$ cat src/rtl/alu_pkg.sv
// rtl/alu_pkg.sv - ALU operation codes, opcode constants and dispatch FSM states
package alu_pkg;

  // ALU operation codes driven on alu_control
  localparam logic [3:0] ALU_NOP = 4'b0000;
  localparam logic [3:0] ALU_ADD = 4'b0001;
  localparam logic [3:0] ALU_SUB = 4'b0010;
  localparam logic [3:0] ALU_AND = 4'b0011;
  localparam logic [3:0] ALU_SLL = 4'b0100;
  localparam logic [3:0] ALU_SRL = 4'b0101;
  localparam logic [3:0] ALU_OR  = 4'b0111;
  localparam logic [3:0] ALU_MUL = 4'b1000;
  localparam logic [3:0] ALU_SLT = 4'b1001;
  localparam logic [3:0] ALU_SGT = 4'b1010;
  localparam logic [3:0] ALU_EQ  = 4'b1011;

  // Major opcodes understood by the dispatcher
  localparam logic [6:0] OPC_OP      = 7'b0110011;
  localparam logic [6:0] OPC_CUSTOM0 = 7'b0001011;

  // funct7 variants
  localparam logic [6:0] F7_BASE   = 7'b0000000;
  localparam logic [6:0] F7_ALT    = 7'b0100000;
  localparam logic [6:0] F7_MULDIV = 7'b0000001;

  // Dispatch sequencer states
  typedef enum logic [1:0] {
    IDLE  = 2'd0,
    ISSUE = 2'd1,
    CAPT  = 2'd2,
    RESP  = 2'd3
  } dispatch_state_t;

endpackage

$ cat src/rtl/alu_decode.sv
// rtl/alu_decode.sv - combinational instruction decode to ALU code (MUL gated by ALU_MUL_EN)
module alu_decode
  import alu_pkg::*;
(
  input  logic [6:0] opcode,
  input  logic [2:0] funct3,
  input  logic [6:0] funct7,
  output logic [3:0] code,
  output logic       illegal
);

`ifdef ALU_MUL_EN
  localparam bit MUL_EN = 1'b1;
`else
  localparam bit MUL_EN = 1'b0;
`endif

  // Map opcode/funct fields to an ALU code; anything unmapped stays NOP and is flagged illegal
  always_comb begin
    code    = ALU_NOP;
    illegal = 1'b1;
    if (opcode == OPC_OP && funct7 == F7_BASE) begin
      case (funct3)
        3'b000:  code = ALU_ADD;
        3'b001:  code = ALU_SLL;
        3'b010:  code = ALU_SLT;
        3'b101:  code = ALU_SRL;
        3'b110:  code = ALU_OR;
        3'b111:  code = ALU_AND;
        default: code = ALU_NOP;
      endcase
    end else if (opcode == OPC_OP && funct7 == F7_ALT && funct3 == 3'b000) begin
      code = ALU_SUB;
    end else if (opcode == OPC_OP && funct7 == F7_MULDIV && funct3 == 3'b000) begin
      code = MUL_EN ? ALU_MUL : ALU_NOP;
    end else if (opcode == OPC_CUSTOM0 && funct7 == F7_BASE) begin
      case (funct3)
        3'b000:  code = ALU_SGT;
        3'b001:  code = ALU_EQ;
        default: code = ALU_NOP;
      endcase
    end
    illegal = (code == ALU_NOP);
  end

endmodule

$ cat src/rtl/alu_dispatch.sv
// rtl/alu_dispatch.sv - single-issue ALU dispatcher with response handshake (ALU_MUL_EN enables MUL)
module alu_dispatch
  import alu_pkg::*;
#(
  parameter int OP_W  = 5,
  parameter int CNT_W = 16
) (
  input  logic             clk,
  input  logic             rst,
  input  logic             in_valid,
  output logic             in_ready,
  input  logic [6:0]       in_opcode,
  input  logic [2:0]       in_funct3,
  input  logic [6:0]       in_funct7,
  input  logic [4:0]       in_rd,
  input  logic [OP_W-1:0]  in_rs1_val,
  input  logic [OP_W-1:0]  in_rs2_val,
  output logic [OP_W-1:0]  alu_operand_1,
  output logic [OP_W-1:0]  alu_operand_2,
  output logic [3:0]       alu_control,
  input  logic [31:0]      alu_result,
  output logic             out_valid,
  input  logic             out_ready,
  output logic [4:0]       out_rd,
  output logic [31:0]      out_result,
  output logic             out_illegal,
  output logic [CNT_W-1:0] op_count
);

  localparam logic [CNT_W-1:0] CNT_ONE = {{(CNT_W-1){1'b0}}, 1'b1};

  dispatch_state_t  state_q, state_d;
  logic [OP_W-1:0]  rs1_q, rs1_d;
  logic [OP_W-1:0]  rs2_q, rs2_d;
  logic [4:0]       rd_q, rd_d;
  logic [3:0]       code_q, code_d;
  logic             illegal_q, illegal_d;
  logic [31:0]      result_q, result_d;
  logic [CNT_W-1:0] count_q, count_d;

  logic [3:0]       dec_code;
  logic             dec_illegal;

  alu_decode u_decode (
    .opcode  (in_opcode),
    .funct3  (in_funct3),
    .funct7  (in_funct7),
    .code    (dec_code),
    .illegal (dec_illegal)
  );

  // Sequencer next state plus capture of request fields, ALU result and completion count
  always_comb begin
    state_d   = state_q;
    rs1_d     = rs1_q;
    rs2_d     = rs2_q;
    rd_d      = rd_q;
    code_d    = code_q;
    illegal_d = illegal_q;
    result_d  = result_q;
    count_d   = count_q;
    case (state_q)
      IDLE: begin
        if (in_valid) begin
          rs1_d     = in_rs1_val;
          rs2_d     = in_rs2_val;
          rd_d      = in_rd;
          code_d    = dec_code;
          illegal_d = dec_illegal;
          if (dec_illegal) begin
            // Undecodable instructions never reach the ALU and answer with a zero result
            result_d = 32'd0;
            state_d  = RESP;
          end else begin
            state_d  = ISSUE;
          end
        end
      end
      ISSUE: begin
        state_d = CAPT;
      end
      CAPT: begin
        result_d = alu_result;
        state_d  = RESP;
      end
      RESP: begin
        if (out_ready) begin
          state_d = IDLE;
          if (!illegal_q) begin
            count_d = count_q + CNT_ONE;
          end
        end
      end
      default: begin
        state_d = IDLE;
      end
    endcase
  end

  // Registers; reset drops any in-flight operation without a response
  always_ff @(posedge clk) begin
    if (rst) begin
      state_q   <= IDLE;
      rs1_q     <= '0;
      rs2_q     <= '0;
      rd_q      <= '0;
      code_q    <= ALU_NOP;
      illegal_q <= 1'b0;
      result_q  <= '0;
      count_q   <= '0;
    end else begin
      state_q   <= state_d;
      rs1_q     <= rs1_d;
      rs2_q     <= rs2_d;
      rd_q      <= rd_d;
      code_q    <= code_d;
      illegal_q <= illegal_d;
      result_q  <= result_d;
      count_q   <= count_d;
    end
  end

  // Port drive: ALU sees a code only during ISSUE, and everything reads as reset while rst is high
  always_comb begin
    in_ready      = 1'b0;
    out_valid     = 1'b0;
    out_rd        = '0;
    out_result    = '0;
    out_illegal   = 1'b0;
    op_count      = '0;
    alu_control   = ALU_NOP;
    alu_operand_1 = '0;
    alu_operand_2 = '0;
    if (!rst) begin
      in_ready    = (state_q == IDLE);
      out_valid   = (state_q == RESP);
      out_rd      = rd_q;
      out_result  = result_q;
      out_illegal = illegal_q;
      op_count    = count_q;
      if (state_q == ISSUE) begin
        alu_control   = code_q;
        alu_operand_1 = rs1_q;
        alu_operand_2 = rs2_q;
      end
    end
  end

endmodule

$ cat config.mk
export PLATFORM = sky130hd
export DESIGN_NAME = alu_dispatch
export DESIGN_NICKNAME = d
export VERILOG_FILES = /design/src/rtl/alu_pkg.sv /design/src/rtl/alu_decode.sv /design/src/rtl/alu_dispatch.sv
export SDC_FILE = /design/constraint.sdc
export NUM_CORES = 1
export LEC_CHECK = 0
export BUFFER_PORTS_ARGS = -buffer_cell sky130_fd_sc_hd__clkbuf_2
export CORE_ASPECT_RATIO = 0.5
export CORE_MARGIN = 8
export CORE_UTILIZATION = 44
export CTS_CLUSTER_SIZE = 28
export DETAILED_ROUTE_END_ITERATION = 6
export PLACE_DENSITY = 0.81
export SYNTH_ARGS = -nofsm -noshare
export SYNTH_HDL_FRONTEND = slang
export SYNTH_SLANG_ARGS = --single-unit
$ cat constraint.sdc
create_clock -name clk -period 1.8 [get_ports clk]
set_input_delay 0.36 -clock clk [delete_from_list [all_inputs] [get_ports clk]]
set_output_delay 0.36 -clock clk [all_outputs]
set_load 0.01 [all_outputs]
==> results.py <==
metrics = {
    "global_route": {
        "grt-ovfl-total": 0,
        "grt_pass1_vias": 3027,
        "antenna_found_initial": 0,
        "grt_start_max_net_pins": 43,
        "grt_pass1_wl_um": 14330,
        "track_usage": 0.1542,
    },
    "timing": {
        "min_period_ns": 1.750,
        "tns_ns": 0,
        "worstMarginPinSlew_ns": 0.4251,
        "clock_skew_ns": 0.004247,
        "rsz0062_at_grt": "true",
        "slew_violations": 0,
        "fin_crit_sh": 0.9725,
        "setup_viol": 0,
        "slew_headroom": 0.7166,
        "fmax_mhz": 571.3,
        "final_hold_viol_count": 0,
    },
    "cts": {
        "cts_root_buffer": "clkbuf_16",
        "htreeDepth": 3,
        "clk_latency_ns": 0.32,
        "cts_tree": "done",
        "ctsHoldBuffers": 0,
        "clkSlewWorstSetupHoldPaths_ns": 0.05,
        "cts_buffer_depth": 2,
        "cts_buffers": 9,
        "clock_sinks": 70,
    },
    "floorplan": {
        "fp.coreArea_mm2": 0.007914,
        "start_util": 0.4490,
        "die_w_um": 143.1,
        "rows": 23,
        "die_y_um": 79.55,
        "die-area_mm2": 0.01138,
        "io_pins": 138,
    },
    "worst_setup_path": {
        "required_ns": 2.00,
        "end_kind": "flip-flop",
        "startpoint_type": "flip-flop",
        "critPathSlowestCell": "a221o_2",
        "crit_buf_inv": 3,
        "cp.arrival_ns": 1.95,
        "max_stage_delay_ns": 0.45,
        "path_max_fanout": 15,
        "path_class": "reg2reg",
        "cp_cell_sequence": "inv_2 -> ha_2 -> inv_1 -> a221o_2 -> buf_12 -> mux2_4",
        "critPathTopFamily": "compound AO/OA/AOI/OAI gates",
    },
    "final_layout": {
        "drive_gt1_frac": 0.4063,
        "area_growth_pct": 35.60,
        "antenna_cells": 0,
        "nets": 614,
        "multi_input_area_mm2": 0.002100,
        "seqCellArea_mm2": 0.001403,
        "stdcell_area_mm2": 0.004818,
        "fin_util": 0.6089,
        "nFillCells": 686,
    },
    "power_and_ir_drop": {
        "comb_power_share": 0.324,
        "switchingPower_uw": 1469,
        "clock_power_share": 0.319,
        "netSwitchingFraction": 0.2931,
        "p_seq_frac": 0.357,
        "peakVddDrop_v": 0.0004329,
        "power-per-cell-area_mw_per_mm2": 1041,
        "leakagePower_uw": 0.002228,
        "p_int_uw": 3544,
    },
    "detailed_routing": {
        "wire_per_inst_um": 14.17,
        "num_vias": 3114,
        "drtIter0Drc": 137,
        "drc_errors": 0,
        "antenna_left": 0,
        "drtPass1Iterations": 4,
        "avgViaCountPerCell": 4.747,
        "routed_wl_um": 9294,
    },
    "yosys": {
        "syn_nets": 468,
        "synth_common_cells": "dfxtp_1 (70), nor2b_1 (56), and2_1 (47), nand2_1 (42), mux2_4 (30)",
        "ys.flop_type": "dfxtp_1",
        "netlist_area_mm2": 0.003553,
        "synth.area.top_cells": "dfxtp_1 (39%), mux2_4 (13%), nor2b_1 (9.9%), and2_1 (8.3%), nand2_1 (4.4%)",
        "yosys_warnings": 0,
        "synth_top_area_frac": 0.3944,
        "syn_inst": 394,
        "async_flop_share": 0,
        "synth-edff-count": 0,
        "yosysTopAreaCell": "dfxtp_1",
        "ys_seq_elements": 70,
        "synth_area_per_cell_um2": 9.019,
        "synth.distinct_cells": 43,
        "synth.most_common_cell": "dfxtp_1",
        "synth_seq_area_share": 0.3944,
    },
    "place": {
        "routabilityCongestion": 0.7820,
        "io_buffers": 137,
        "placed_area_mm2": 0.004454,
        "hpwl_um": 6969,
    },
    "worst_hold_path": {
        "hp-class": "in2reg",
    },
    "flow_run": {
        "drv_cap": 0,
    },
    "outcome": {
        "status": "completed",
    },
}
[path summary, 6_finish.rpt]
kind	from	to	slack, ns	depth (start not counted)
worst max register to register	state_q[1]	result_q[29]	0.05	6
worst min register to register	rs2_q[1]	rs2_q[1]	0.45	2
worst max-delay path	state_q[1]	result_q[29]	0.05	6
worst min-delay path	in_rs2_val[0]	rs2_q[0]	0.26	3
[what timing repair did]
item	in CTS	in global routing
setup endpoints to repair	45	51
setup buffers	0	0
gates cloned	1	0
pin swaps	4	5
resized for setup	6	18
hold endpoints to repair	0	0
[sequential cells by signal, summed over array words and instances, names as in the netlist]
register   flops
code_q         4
count_q       16
illegal_q      1
rd_q           5
result_q      32
rs1_q          5
rs2_q          5
state_q        2
[metrics by stage]
step | worst slack [ns] | instances | hold WS, ns | power [uW]
2_1_floorplan | 0.01350 | 394 | 0.4273 | 2901
3_3_place_gp | -0.09458 | 640 | 0.4376 | 3330
3_5_place_dp | -0.1234 | 640 | 0.4443 | 3375
4_1_cts | -0.02797 | 656 | 0.2498 | 5026
5_1_grt | -0.01257 | 656 | 0.2727 | 5272
6_report | 0.04952 | 656 | 0.2614 | 5014
[layer usage]
layer,global-route usage,vias to the layer above,wire [um]
li1,-,1584,-
met1,0.1686,1460,3810
met2,0.2940,61,5013
met3,0.03878,9,405
met4,0.03891,0,64
met5,0,-,0
[power groups by stage]
| stage | logic [uW] | clock network [uW] | registers (uW) |
|---|---|---|---|
| 6_report | 1620 | 1600 | 1790 |
| 5_1_grt | 1770 | 1700 | 1800 |
| 4_1_cts | 1600 | 1640 | 1790 |
| 3_5_place_dp | 1560 | 0 | 1820 |
| 3_3_place_gp | 1530 | 0 | 1800 |
| 2_1_floorplan | 1100 | 0 | 1800 |
[worst min-delay path: cells and delay by family]
family,cells,cell delay (ns)
buffers and inverters,1,0.08
AO/OA/AOI/OAI,1,0.05
AND/OR/NAND/NOR,1,0.04
[cells in the final DEF, fill, tap and decap left out, types with 4 or more instances in the layout]
master       n
o21ai_0      5
xnor2_1      7
clkbuf_16    9
nor2b_1     55
xor2_1       5
nor2_1      26
nand2_1     41
and2_1      44
clkbuf_2   133
mux2_4      30
inv_1        5
dfxtp_1     69
a21oi_1     24
nand3_1      5
nor3_1       4
buf_4       16
[layout make-up]
type / count / area share
clock buffers: 14 / 0.05479
multi-input cells: 297 / 0.4357
clock inverters: 1 / 0.001039
well taps: 112 / 0.02908
flip-flops and latches: 70 / 0.2911
inverters: 6 / 0.004674
repair buffers: 156 / 0.1836
[kinds of logic after synthesis]
| group | share of synthesized area |
|---|---|
| simple gates | 0.3141 |
| xor+xnor | 0.02958 |
| flops | 0.3944 |
| compound gates | 0.06549 |
| buf+inv | 0.03626 |
| fa+ha+maj | 0.02113 |
| mux | 0.1391 |
Power figures use the tool's default switching activity.
